$ cat src/rtl/regfile_2r1w.sv
// Two-read / one-write register file with a built-in clear sweep.
// Entry 0 can be hardwired to zero (ZERO_REG), and a write can be forwarded
// to a read of the same entry on the same edge (BYPASS). Reads are registered.
//
// state   | meaning
// --------+-----------------------------------------------------------------
// S_SWEEP | zeroing one entry per cycle from ptr 0 to DEPTH-1, busy_o=1
// S_READY | normal read/write; clr_i starts a new sweep
module regfile_2r1w #(
  parameter int unsigned WIDTH    = 32,
  parameter int unsigned DEPTH    = 32,
  parameter int unsigned AW       = $clog2(DEPTH),
  parameter bit          ZERO_REG = 1'b1,
  parameter bit          BYPASS   = 1'b1
) (
  input  logic             clk_i,
  input  logic             rst_ni,
  input  logic             clr_i,
  output logic             busy_o,
  input  logic             we_i,
  input  logic [AW-1:0]    waddr_i,
  input  logic [WIDTH-1:0] wdata_i,
  input  logic             re_a_i,
  input  logic [AW-1:0]    raddr_a_i,
  output logic [WIDTH-1:0] rdata_a_o,
  input  logic             re_b_i,
  input  logic [AW-1:0]    raddr_b_i,
  output logic [WIDTH-1:0] rdata_b_o
);

  localparam logic [0:0]    S_SWEEP  = 1'b0;
  localparam logic [0:0]    S_READY  = 1'b1;
  localparam logic [AW-1:0] PTR_LAST = AW'(DEPTH - 1);

  logic [0:0]       state_q, state_d;
  logic [AW-1:0]    ptr_q, ptr_d;
  logic [WIDTH-1:0] mem_q [DEPTH];
  logic [WIDTH-1:0] rdata_q [2];
  logic [WIDTH-1:0] rdata_d [2];
  logic [1:0]       re;
  logic [AW-1:0]    ra [2];
  logic             ready;
  logic             wr_en;

  // An address is backed by storage only if it is in range and not the
  // hardwired-zero entry; the same test gates both writes and reads.
  function automatic logic addr_ok(input logic [AW-1:0] a);
    return (32'(a) < DEPTH) && !(ZERO_REG && (a == '0));
  endfunction

  assign ready  = (state_q == S_READY);
  assign busy_o = (state_q == S_SWEEP);
  assign wr_en  = ready && !clr_i && we_i && addr_ok(waddr_i);
  assign re     = {re_b_i, re_a_i};
  assign ra[0]  = raddr_a_i;
  assign ra[1]  = raddr_b_i;

  assign rdata_a_o = rdata_q[0];
  assign rdata_b_o = rdata_q[1];

  // Sweep sequencing: walk ptr to the last entry, then hand over to READY.
  always_comb begin
    state_d = state_q;
    ptr_d   = ptr_q;
    case (state_q)
      S_SWEEP: begin
        ptr_d = ptr_q + AW'(1);
        if (ptr_q == PTR_LAST) begin
          state_d = S_READY;
          ptr_d   = '0;
        end
      end
      default: begin
        if (clr_i) begin
          state_d = S_SWEEP;
          ptr_d   = '0;
        end
      end
    endcase
  end

  // Next read data per port; output is forced to zero from the first busy
  // cycle, so a clear request also suppresses any read issued with it.
  always_comb begin
    for (int p = 0; p < 2; p++) begin
      rdata_d[p] = rdata_q[p];
      if (!ready || clr_i) begin
        rdata_d[p] = '0;
      end else if (re[p]) begin
        if (!addr_ok(ra[p])) begin
          rdata_d[p] = '0;
        end else if (BYPASS && wr_en && (waddr_i == ra[p])) begin
          rdata_d[p] = wdata_i;
        end else begin
          rdata_d[p] = mem_q[ra[p]];
        end
      end
    end
  end

  // Control and read registers; the array itself is only cleared by the sweep.
  always_ff @(posedge clk_i or negedge rst_ni) begin
    if (!rst_ni) begin
      state_q    <= S_SWEEP;
      ptr_q      <= '0;
      rdata_q[0] <= '0;
      rdata_q[1] <= '0;
    end else begin
      state_q    <= state_d;
      ptr_q      <= ptr_d;
      rdata_q[0] <= rdata_d[0];
      rdata_q[1] <= rdata_d[1];
    end
  end

  // Storage array: sweep writes zero, otherwise the qualified user write.
  always_ff @(posedge clk_i) begin
    if (!ready) begin
      mem_q[ptr_q] <= '0;
    end else if (wr_en) begin
      mem_q[waddr_i] <= wdata_i;
    end
  end

endmodule
$ cat config.mk
export PLATFORM = sky130hd
export DESIGN_NAME = regfile_2r1w
export DESIGN_NICKNAME = d
export VERILOG_FILES = /design/src/rtl/regfile_2r1w.sv
export SDC_FILE = /design/constraint.sdc
export NUM_CORES = 1
export LEC_CHECK = 0
export CAP_MARGIN = 20
export CORE_AREA = 2 2 367 405
export CTS_CLUSTER_SIZE = 25
export DETAILED_ROUTE_END_ITERATION = 8
export DIE_AREA = 0 0 369 407
export PLACE_DENSITY = 0.58
export SLEW_MARGIN = 25
export SYNTH_ARGS = -nofsm -noshare
export SYNTH_HDL_FRONTEND = slang
export SYNTH_SLANG_ARGS = --single-unit
$ cat constraint.sdc
create_clock -name clk_i -period 3.7 [get_ports clk_i]
set_clock_uncertainty 0.05 [all_clocks]
set_input_delay 0.555 -clock clk_i [delete_from_list [all_inputs] [get_ports clk_i]]
set_output_delay 0.555 -clock clk_i [all_outputs]
set_load 0.01 [all_outputs]
==> results.md <==
- Synth Cell Area: 50800 um2
- Data required time of the worst path: 4010 ps
- Final setup violation count: 0
- Max_cap viols: 0
- Clock Pin Slew Worst Setup and Hold Paths: 60 ps
- Crit path max fanout: 14
- Initial DRC count: 3377
- Ports: ~120
- Via count: about 32000
- Setup crit end kind: flop
- Sequential fraction of the synthesis area: between 60% and 70%
- Port Buf Inserts: 117
- Synthesis Warnings: 0
- Critical path startpoint: ready
- Floorplan core area: 146000 um2
- Clk Latency, worst-skew pair: 720 ps
- Routed WL: 168000 um
- First-pass GRT wire length: 236000 um
- Commonest non-fill, non-tap cell in the layout: edfxtp_1
- Initial core utilization: 34.9%
- Met2 global-route usage: 34.9%
- # DRC: 0
- Mapped Avg Cell Area: 16.6 um2
- Crit path kind: flop to flop
- Number of synthesized flops with an enable pin: 1024
- Arr. time, crit path: 3340 ps
- Total grt overflow: 0
- Fin crit period: 3040 ps
- Fill cells: around 13000
- Most frequent cells in the layout: edfxtp_1, mux2i_1, a22oi_1
- Clock Sinks: 1094
- Post-synthesis register bit count: around 1100
- Final hold viol count: 0
- Top FF cell, synth: edfxtp_1
- Crit-path max cell delay: 560 ps
- Slew @ Worst Pin: 1030 ps
- Synthesized instance count: ~3000
- GRT met1 Usage: 29.9%
- Cts bufs inserted: 115
- CP Launch Type: flop
- Pleak: 21.4 nW
- Worst r2r src: ready
- Post-DP HPWL: 103000 um
- Layout cells sized above 1: between 20 and 25%
- Tot GR Track Use: 22.1%
- CTS Buffer Depth: 3
- Ys async rst share: 6.40%
- CP cell instances: and3b_1, a21bo_1, mux2i_1, nand2_1, nor2_4, buf_4
- CTS Root Cell: clkbuf_16
- Grt peak-use layer: met2
- GRT met3 Usage: between 5 and 6%
- Final #Nets: 3362
- Die X: 369 um
- Overall Power: roughly 32 mW
- FP Rows: ~150
- Power Density: 534 nW/um2
- Via density: 5.94
- Die Ht: 407 um
- Final ANT Viol Nets: 0
- Vias in the first global route: 31900
- Setup TNS: 0 ps
- Pins Over Slew Limit: 0
- TritonCTS clock tree: done
- Maximum vdd ir drop: 0.387 mV
- Drt pass-1 iters: 5
- Die area: 150000 um2
- Largest net degree at the start of global routing: 79
- WL/cell: 31.4 um
- CTS H-tree lvls: 3
- Initial antenna violation count: 7
- Worst hold slack: 433 ps
- Outcome: finished, final reports clean
- Fmax: approximately 330 MHz
- Tcrit/Tclk final: 82.0%
- P&R area growth vs syn: 19.2%
- Max stage delay cell, worst path: dfrtp_1
- Syn nets: 3124
- Final core occ: between 40% and 50%
- Cell variety after synth: 49
- Worst Hold Class: primary input to async pin
- RSZ-0062 raised after global routing: no
- Routability Congestion: ~0.83
- Worst slew margin relative to its limit: 31.5%
[per-layer routing]
layer	part of all wire, %	routed length [um]	vias up
li1	-	-	13400
met4	2.9	4790	2
met3	9.2	15400	276
met5	0.0048	8	-
met2	46	77700	1488
met1	42	69800	16600
[critical path, delay by kind of cell (launching register included)]
family,cells,cell delay [ps]
compound gates,1,350
buf+inv,1,370
flops,1,560
mux,1,330
simple gates,3,990
[metrics by stage]
| step | std cells | setup slack, ps | instance area (um2) |
|---|---|---|---|
| 2_1_floorplan | 3069 | 28.1 | 50800 |
| 3_3_place_gp | 5126 | 269 | 56700 |
| 3_5_place_dp | 5126 | 276 | 56700 |
| 4_1_cts | 5343 | 696 | 60600 |
| 5_1_grt | 5345 | 512 | 60600 |
| 6_report | 5346 | 665 | 60600 |
[worst paths after layout]
| check | to | slack [ps] | cells past startpoint |
|---|---|---|---|
| max reg2reg | mem_q[2][0] | 660 | 6 |
| min in group clk_i | rdata_b_o[20] | 460 | 1 |
| max in group asynchronous | rdata_a_o[13] | 2380 | 2 |
| min | rdata_b_o[25] | 430 | 2 |
| max | mem_q[2][0] | 660 | 6 |
| min reg2reg | rdata_b_o[20] | 460 | 1 |
[Yosys cell counts, types with 17 or more instances]
library cell / instances / share of area (%)
a211oi_1: 52 / 0.77
a221o_1: 64 / 1.3
a22o_1: 32 / 0.55
a22oi_1: 256 / 3.8
a41oi_1: 32 / 0.55
and2_1: 36 / 0.44
buf_1: 17 / 0.13
buf_2: 76 / 0.75
buf_6: 17 / 0.38
clkbuf_1: 135 / 1.0
dfrtp_1: 70 / 3.4
edfxtp_1: 1024 / 60
mux2_2: 33 / 0.73
mux2i_1: 641 / 13
mux4_2: 192 / 8.5
nand2_1: 32 / 0.24
nand3_1: 132 / 1.3
nor2_1: 40 / 0.30
nor3_1: 18 / 0.18
o221ai_1: 32 / 0.55
o22ai_1: 32 / 0.39
[kinds of logic (layout without fill, tap and decap cells)]
kind of cell | count (synthesis) | after routing | share of synthesized area (%)
muxes | 866 | 866 | 21.9
xor gates and xnor gates | 12 | 12 | 0.207
DFF | 1094 | 1094 | 63.9
AOI/OAI and AO/OA | 552 | 552 | 8.74
and+or+nand+nor | 277 | 277 | 2.73
adders and majority gates | 2 | 2 | 0.0492
other | 0 | 3 | 0
buffers and inverters | 266 | 603 | 2.49
[cell type report]
| class | instances | area, um2 | area share, % |
|---|---|---|---|
| diodes | 3 | 7.51 | 0.0124 |
| clock buffers | 139 | 3090 | 5.10 |
| clock inverters | 77 | 797 | 1.32 |
| inverters | 9 | 33.8 | 0.0558 |
| multi-input cells | 1709 | 17400 | 28.8 |
| flip-flops and latches | 1094 | 32500 | 53.6 |
| well taps | 1937 | 2420 | 4.00 |
| repair buffers | 378 | 4290 | 7.08 |
[where the power goes]
group          switching, mW  internal, mW  total [mW]
clock                   4.97          6.92        11.9
combinational           3.30          1.87        5.16
sequential             0.498          14.8        15.3
total                   8.77          23.6        32.4
[repair_timing]
item / 4_1_cts / 5_1_grt
hold buffers: 1 / 0
gates resized for setup: 0 / 0
hold endpoints to repair: 25 / 0
buffers inserted: 0 / 0
[registers in the layout (all words and copies together) (netlist names)]
signal     flops
ptr_q          5
rdata_b_o     32
rdata_a_o     32
ready          1
mem_q       1024
Note: power is estimated with default switching activity, not from simulation.
